### src/rtl/seg7_pkg.sv
// seg7_pkg: shared constants for the eight-digit seven-segment scan driver.
//   - Active-low segment patterns {g,f,e,d,c,b,a} for hex digits 0..F.
//   - Blank pattern and all-anodes-off value.
//   - Digit and phase counter widths.
package seg7_pkg;

  localparam int NUM_DIGITS = 8;
  localparam int DIGIT_W    = 3;
  localparam int PHASE_W    = 3;

  localparam logic [6:0] SEG_0 = 7'h40;
  localparam logic [6:0] SEG_1 = 7'h79;
  localparam logic [6:0] SEG_2 = 7'h24;
  localparam logic [6:0] SEG_3 = 7'h30;
  localparam logic [6:0] SEG_4 = 7'h19;
  localparam logic [6:0] SEG_5 = 7'h12;
  localparam logic [6:0] SEG_6 = 7'h02;
  localparam logic [6:0] SEG_7 = 7'h78;
  localparam logic [6:0] SEG_8 = 7'h00;
  localparam logic [6:0] SEG_9 = 7'h10;
  localparam logic [6:0] SEG_A = 7'h08;
  localparam logic [6:0] SEG_B = 7'h03;
  localparam logic [6:0] SEG_C = 7'h46;
  localparam logic [6:0] SEG_D = 7'h21;
  localparam logic [6:0] SEG_E = 7'h06;
  localparam logic [6:0] SEG_F = 7'h0E;

  localparam logic [6:0] SEG_BLANK = 7'h7F;
  localparam logic [7:0] AN_OFF    = 8'hFF;

  typedef logic [DIGIT_W-1:0] digit_t;
  typedef logic [PHASE_W-1:0] phase_t;

endpackage

### src/rtl/hex_to_seg7.sv
// hex_to_seg7: combinational hex nibble to active-low seven-segment pattern.
//   nibble  in  4  hex value 0..F
//   seg     out 7  {g,f,e,d,c,b,a}, active-low
module hex_to_seg7
  import seg7_pkg::*;
(
  input  logic [3:0] nibble,
  output logic [6:0] seg
);

  // Nibble lookup into the shared pattern table.
  always_comb begin
    seg = SEG_BLANK;
    case (nibble)
      4'h0:    seg = SEG_0;
      4'h1:    seg = SEG_1;
      4'h2:    seg = SEG_2;
      4'h3:    seg = SEG_3;
      4'h4:    seg = SEG_4;
      4'h5:    seg = SEG_5;
      4'h6:    seg = SEG_6;
      4'h7:    seg = SEG_7;
      4'h8:    seg = SEG_8;
      4'h9:    seg = SEG_9;
      4'hA:    seg = SEG_A;
      4'hB:    seg = SEG_B;
      4'hC:    seg = SEG_C;
      4'hD:    seg = SEG_D;
      4'hE:    seg = SEG_E;
      4'hF:    seg = SEG_F;
      default: seg = SEG_BLANK;
    endcase
  end

endmodule

### src/rtl/seg7_scan_driver.sv
// seg7_scan_driver: time-multiplexed driver for an 8-digit common-anode
// seven-segment display with frame-synchronous capture, per-half leading-zero
// blanking, 8-level brightness PWM and a one-cycle anti-ghosting guard.
//   Clk         in  1   system clock
//   Reset       in  1   asynchronous active-low reset
//   value_hi    in  16  left word, digits 7..4
//   value_lo    in  16  right word, digits 3..0
//   load        in  1   capture request (may be held high)
//   dim         in  3   brightness, anode on for (dim+1)/8 of each slot
//   out7        out 7   segments {g,f,e,d,c,b,a}, active-low
//   en_out      out 8   anodes, bit i = digit i, active-low
//   frame_done  out 1   one-cycle pulse after digit 7's slot ends
module seg7_scan_driver
  import seg7_pkg::*;
#(
  parameter int REFRESH_DIV = 100000,
  parameter bit BLANK_LZ    = 1'b1
) (
  input  logic        Clk,
  input  logic        Reset,
  input  logic [15:0] value_hi,
  input  logic [15:0] value_lo,
  input  logic        load,
  input  logic [2:0]  dim,
  output logic [6:0]  out7,
  output logic [7:0]  en_out,
  output logic        frame_done
);

  // Each digit slot is split into 8 PWM phases of SUB_COUNT cycles each.
  localparam int SUB_COUNT = REFRESH_DIV / 8;
  localparam int SUB_W     = $clog2(SUB_COUNT);
  localparam logic [SUB_W-1:0] SUB_LAST = SUB_W'(SUB_COUNT - 1);

  logic [SUB_W-1:0] sub_r;
  phase_t           phase_r;
  digit_t           digit_r;
  logic [15:0]      shadow_hi_r;
  logic [15:0]      shadow_lo_r;
  logic             pending_r;

  logic             boundary_s;
  logic [15:0]      half_word_s;
  logic [3:0]       nibble_s;
  logic             upper_zero_s;
  logic             blank_s;
  logic             guard_s;
  logic             an_on_s;
  logic [6:0]       seg_s;
  logic [7:0]       en_next_s;
  logic [6:0]       seg_next_s;

  assign boundary_s = (digit_r == 3'd7) && (phase_r == 3'd7) && (sub_r == SUB_LAST);

  // Scan counters: sub -> phase -> digit, each wrapping silently.
  always_ff @(posedge Clk or negedge Reset) begin
    if (!Reset) begin
      sub_r   <= '0;
      phase_r <= '0;
      digit_r <= '0;
    end else if (sub_r == SUB_LAST) begin
      sub_r   <= '0;
      phase_r <= phase_r + 3'd1;
      if (phase_r == 3'd7) begin
        digit_r <= digit_r + 3'd1;
      end else begin
        digit_r <= digit_r;
      end
    end else begin
      sub_r   <= sub_r + SUB_W'(1);
      phase_r <= phase_r;
      digit_r <= digit_r;
    end
  end

  // Frame-synchronous capture; a load in the boundary cycle itself is taken
  // directly, so pending only has to remember requests made mid-frame.
  always_ff @(posedge Clk or negedge Reset) begin
    if (!Reset) begin
      shadow_hi_r <= 16'h0000;
      shadow_lo_r <= 16'h0000;
      pending_r   <= 1'b0;
    end else if (boundary_s && (pending_r || load)) begin
      shadow_hi_r <= value_hi;
      shadow_lo_r <= value_lo;
      pending_r   <= 1'b0;
    end else if (load) begin
      pending_r   <= 1'b1;
    end else begin
      pending_r   <= pending_r;
    end
  end

  // Select the current nibble and decide whether it is a leading zero of its
  // half: blanked when this and every more-significant nibble are zero.
  always_comb begin
    half_word_s  = digit_r[2] ? shadow_hi_r : shadow_lo_r;
    nibble_s     = 4'h0;
    upper_zero_s = 1'b0;
    case (digit_r[1:0])
      2'd0: begin
        nibble_s     = half_word_s[3:0];
        upper_zero_s = 1'b0;
      end
      2'd1: begin
        nibble_s     = half_word_s[7:4];
        upper_zero_s = (half_word_s[15:4] == 12'h000);
      end
      2'd2: begin
        nibble_s     = half_word_s[11:8];
        upper_zero_s = (half_word_s[15:8] == 8'h00);
      end
      2'd3: begin
        nibble_s     = half_word_s[15:12];
        upper_zero_s = (half_word_s[15:12] == 4'h0);
      end
      default: begin
        nibble_s     = 4'h0;
        upper_zero_s = 1'b0;
      end
    endcase
  end

  hex_to_seg7 u_hex_to_seg7 (
    .nibble (nibble_s),
    .seg    (seg_s)
  );

  // Anode gating: PWM duty, blanking and the first cycle of every slot as a
  // dead cycle so the previous digit's pattern never ghosts onto this one.
  always_comb begin
    blank_s = BLANK_LZ && upper_zero_s;
    guard_s = (phase_r == 3'd0) && (sub_r == '0);
    an_on_s = (phase_r <= dim) && !blank_s && !guard_s;
    if (an_on_s) begin
      en_next_s  = ~(8'h01 << digit_r);
      seg_next_s = seg_s;
    end else begin
      en_next_s  = AN_OFF;
      seg_next_s = SEG_BLANK;
    end
  end

  // Output registers; frame_done lands on the same edge the capture applies.
  always_ff @(posedge Clk or negedge Reset) begin
    if (!Reset) begin
      en_out     <= AN_OFF;
      out7       <= SEG_BLANK;
      frame_done <= 1'b0;
    end else begin
      en_out     <= en_next_s;
      out7       <= seg_next_s;
      frame_done <= boundary_s;
    end
  end

endmodule

### config.mk
export PLATFORM = sky130hd
export DESIGN_NAME = seg7_scan_driver
export DESIGN_NICKNAME = d
export VERILOG_FILES = /design/src/rtl/seg7_pkg.sv /design/src/rtl/hex_to_seg7.sv /design/src/rtl/seg7_scan_driver.sv
export SDC_FILE = /design/constraint.sdc
export NUM_CORES = 1
export LEC_CHECK = 0
export ABC_AREA = 1
export CAP_MARGIN = 20
export CORE_UTILIZATION = 45
export DETAILED_ROUTE_END_ITERATION = 8
export PLACE_DENSITY_LB_ADDON = 0.1
export RECOVER_POWER = 100
export SYNTH_ARGS = -nofsm -noshare
export SYNTH_HDL_FRONTEND = slang
export SYNTH_SLANG_ARGS = --single-unit
### constraint.sdc
create_clock -name Clk -period 2.25 [get_ports Clk]
set_clock_uncertainty 0.1 [all_clocks]
set_input_delay 0.675 -clock Clk [delete_from_list [all_inputs] [get_ports Clk]]
set_output_delay 0.675 -clock Clk [all_outputs]
set_load 0.02 [all_outputs]
==> summary.md <==
| Metric | Value |
|---|---|
| Die Width | `around 94 um` |
| CP Buf/Inv Count | `1` |
| Crit end category | `primary output` |
| Startpoint types | `flop` |
| Rel. slew slack | `less than 1%` |
| DRT antenna net count | `0` |
| Vias per std cell | `between 4 and 5` |
| Final hold viol count | `0` |
| Worst Max-Slew Pin Slew | `1.49 ns` |
| Initial drt markers | `about 140` |
| Placed Area | `roughly 0.0045 mm2` |
| Std cell rows | `33` |
| Mapped cell area | `approximately 0.0038 mm2` |
| CP Max Fanout | `1` |
| Placed instance count | `between 600 and 700` |
| Post-route cell area | `0.00462 mm2` |
| Crit Path Category | `reg -> out` |
| Global-route wire length before repair | `approximately 14000 um` |
| Fin nets | `roughly 600` |
| Cell Pwr Density | `approximately 530 mW/mm2` |
| Setup-failing EPs final | `0` |
| Final wirelength | `between 8000 and 9000 um` |
| Placer Congestion | `approximately 0.87` |
| Syn_nets | `around 540` |
| Multi-input logic area | `0.00161 mm2` |
| Worst skew pair latency | `0.34 ns` |
| # DRC | `0` |
| GR Overflow Total | `0` |
| Area Overhead vs Synth | `20.4%` |
| Ports | `54` |
| WHS Endpoint | `sub_r[0]` |
| Hold wc startpoint | `sub_r[0]` |
| Vias in the first global route | `roughly 3.1k` |
| CTS HTree Levels | `3` |
| Leakage | `about 2.3 nW` |
| CTS Sinks | `69` |
| Syn avg cell area | `roughly 8.0 um2` |
| Starting Density | `a little under half` |
| CP max stage cell | `clkdlybuf4s50_1` |
| Fraction of layout cells with a size suffix above 1 | `between 10% and 20%` |
| Clk slew on worst S/H paths | `about 0.08 ns` |
| Die height | `about 94 um` |
| I/O Buffers | `53` |
| GRT Overall Usage | `20.1%` |
| FF-to-FF End | `out7[0]` |
| Max cap viols | `0` |
| Max frequency | `451 MHz` |
| Worst r2r path cells | `12` |
| Crit path cell chain | `clkdlybuf4s50_1` |
| Worst Hold Depth | `1` |
| TritonCTS clock tree | `done` |
| Post-route insts no fill | `653` |
| Die ar. | `between 0.008 and 0.009 mm2` |
| Detailed Place HPWL | `5870 um` |
| Antenna violations before repair | `0` |
| Delay-heaviest family, CP | `buffers and inverters` |
| Drt pass-1 iters | `4` |
| Syn. warnings | `0` |
| WP data arrival | `1.44 ns` |
| Synth cell types | `33` |
| Slew Limit Fails | `0` |
| Worst IR Drop VDD | `approximately 0.3 mV` |
| Clock Path Buffers | `2` |
| Clk root buf | `clkbuf_8` |
| Reg2Reg Launch Point | `digit_r[0]` |
| ANT cells | `0` |
| Status | `complete, no violations` |
| Register area share after synthesis | `a little under half` |
| Core Area | `around 0.008 mm2` |
| Routed len/inst | `12.4 um` |
| R2R setup slack | `~0.21 ns` |
| Mapped Cells | `~480` |
| Min-delay worst type | `reg -> reg` |
| Yosys reg bits | `69` |
| Max incr delay on CP | `between 0.5 and 0.6 ns` |
| Largest net degree at the start of global routing | `70` |
| CTS Hold Bufs | `0` |
| Req. time, crit path | `1.47 ns` |
| Via count | `3164` |
| Clock period minus worst slack | `2.22 ns` |
| Num CTS Buffers | `9` |
| Final worst-path cycle share | `a little over nine tenths` |
| Sequential cell area | `0.00175 mm2` |
| FILL cells | `797` |
logic make-up (layout without fill, tap and decap cells):
kind of cell    count (synthesis)  count (layout)  share of synthesized area, %
simple gates                  223             223                          25.5
buf+inv                       105             174                          12.2
flops                          69              69                          45.5
compound gates                 56              56                          9.07
fa+ha+maj                      18              18                          5.87
xor+xnor                        8               8                          1.83
power breakdown:
group          switching (mW)  internal (mW)
sequential            0.00112           1.25
clock                   0.468          0.602
combinational          0.0559         0.0688
total                   0.525           1.92
per-layer routing:
metal | vias up | GRT usage, % | routed length (um)
met5 | - | 0 | 0
met4 | 0 | 9.62 | 136
met3 | 10 | 2.67 | 302
met2 | 67 | 29.9 | 3690
met1 | 1465 | 28.9 | 3950
li1 | 1622 | - | -
worst register-to-register path, stage by stage (launching register included):
cell and delay [ns]:
dfrtp_1 0.42, buf_4 0.16, ha_1 0.25, nand3_1 0.11, nand2_1 0.08, o21bai_1 0.26, ha_1 0.23, nand3_1 0.10
nand2_1 0.08, nand2_1 0.05, nand2_1 0.06, inv_1 0.04, nand2_1 0.05
flip-flops by register name, indices dropped and copies added, names as in the netlist:
signal / flops
out7: 7
en_out: 8
digit_r: 3
pending_r: 1
frame_done: 1
shadow_hi_r: 16
phase_r: 3
shadow_lo_r: 16
sub_r: 14
layout make-up:
class                      instances  area share (%)
timing repair inverter             1           0.108
tap                              105            2.85
clock inverter                     3           0.921
inverter                          92            7.53
multi-input combinational        305            35.0
sequential                        69            37.8
timing repair buffer              65            12.2
clock buffer                      13            3.66
cell usage after synthesis:
cell type | number | share of area [%]
nand2_2 | 7 | 1.1
nor3_1 | 8 | 1.0
buf_4 | 1 | 0.20
buf_6 | 9 | 2.6
o21ai_4 | 1 | 0.42
xnor2_1 | 1 | 0.23
buf_2 | 1 | 0.13
inv_2 | 2 | 0.20
inv_4 | 1 | 0.16
dfrtp_1 | 54 | 35
o21bai_1 | 1 | 0.20
nor2_1 | 23 | 2.3
o31ai_1 | 1 | 0.20
and2_1 | 2 | 0.33
nor3b_2 | 1 | 0.33
nand2_1 | 131 | 13
nand3_2 | 1 | 0.26
nand3_1 | 31 | 4.0
o2111ai_1 | 1 | 0.23
a21oi_1 | 6 | 0.78
o211ai_1 | 1 | 0.20
dfstp_2 | 15 | 10
o21ai_2 | 12 | 2.7
clkbuf_1 | 2 | 0.20
nor4_1 | 1 | 0.16
nand4_1 | 16 | 2.6
o21ai_0 | 12 | 1.6
nor3b_1 | 1 | 0.20
xor2_1 | 7 | 1.6
ha_1 | 18 | 5.9
nor3_2 | 1 | 0.26
o21ai_1 | 21 | 2.7
inv_1 | 89 | 8.7
stage by stage:
step	TNS, ns	utilization, %	worst slack, ns	power, mW	hold WS [ns]
final	0	56.2	0.0346	2.45	0.378
after global routing	-0.0950	56.2	-0.0207	2.54	0.395
after CTS	0	57.3	0.00664	2.48	0.254
after detailed placement	-3.55	54.7	-0.274	1.41	0.363
after global placement	-2.43	54.7	-0.179	1.41	0.348
after floorplan	0	-	0.275	1.30	0.279
worst max path at each step:
| stage | to | from | slack, ns | cells past startpoint |
|---|---|---|---|---|
| final | en_out[1] | en_out[1] | 0.03 | 1 |
| after global routing | out7[1] | dim[2] | -0.02 | 10 |
| after detailed placement | en_out[5] | dim[2] | -0.27 | 9 |
| after global placement | en_out[4] | dim[2] | -0.18 | 9 |
| after floorplan | out7[6] | digit_r[0] | 0.28 | 11 |
| after CTS | en_out[5] | en_out[5] | 0.007 | 1 |
placed cells by master (no fill, tap or decap), types with 2 or more instances in the layout:
cell,count
clkbuf_1,10
ha_1,17
nand2_2,7
clkbuf_8,12
nand4_1,16
dfstp_2,15
xor2_1,7
buf_2,2
o21ai_2,2
o21ai_1,3
inv_2,4
nand3_1,31
nor2_1,23
dfrtp_1,54
a21oi_1,5
o21ai_0,40
buf_4,9
nand2_1,131
clkdlybuf4s50_1,42
inv_1,87
nor3_1,9
repair_timing:
action,CTS,global route
gates resized for setup,1,15
endpoints found under the hold margin,0,0
setup buffers,0,1
cloned,0,1
setup endpoints to repair,1,23
(Power assumes the default switching activity.)
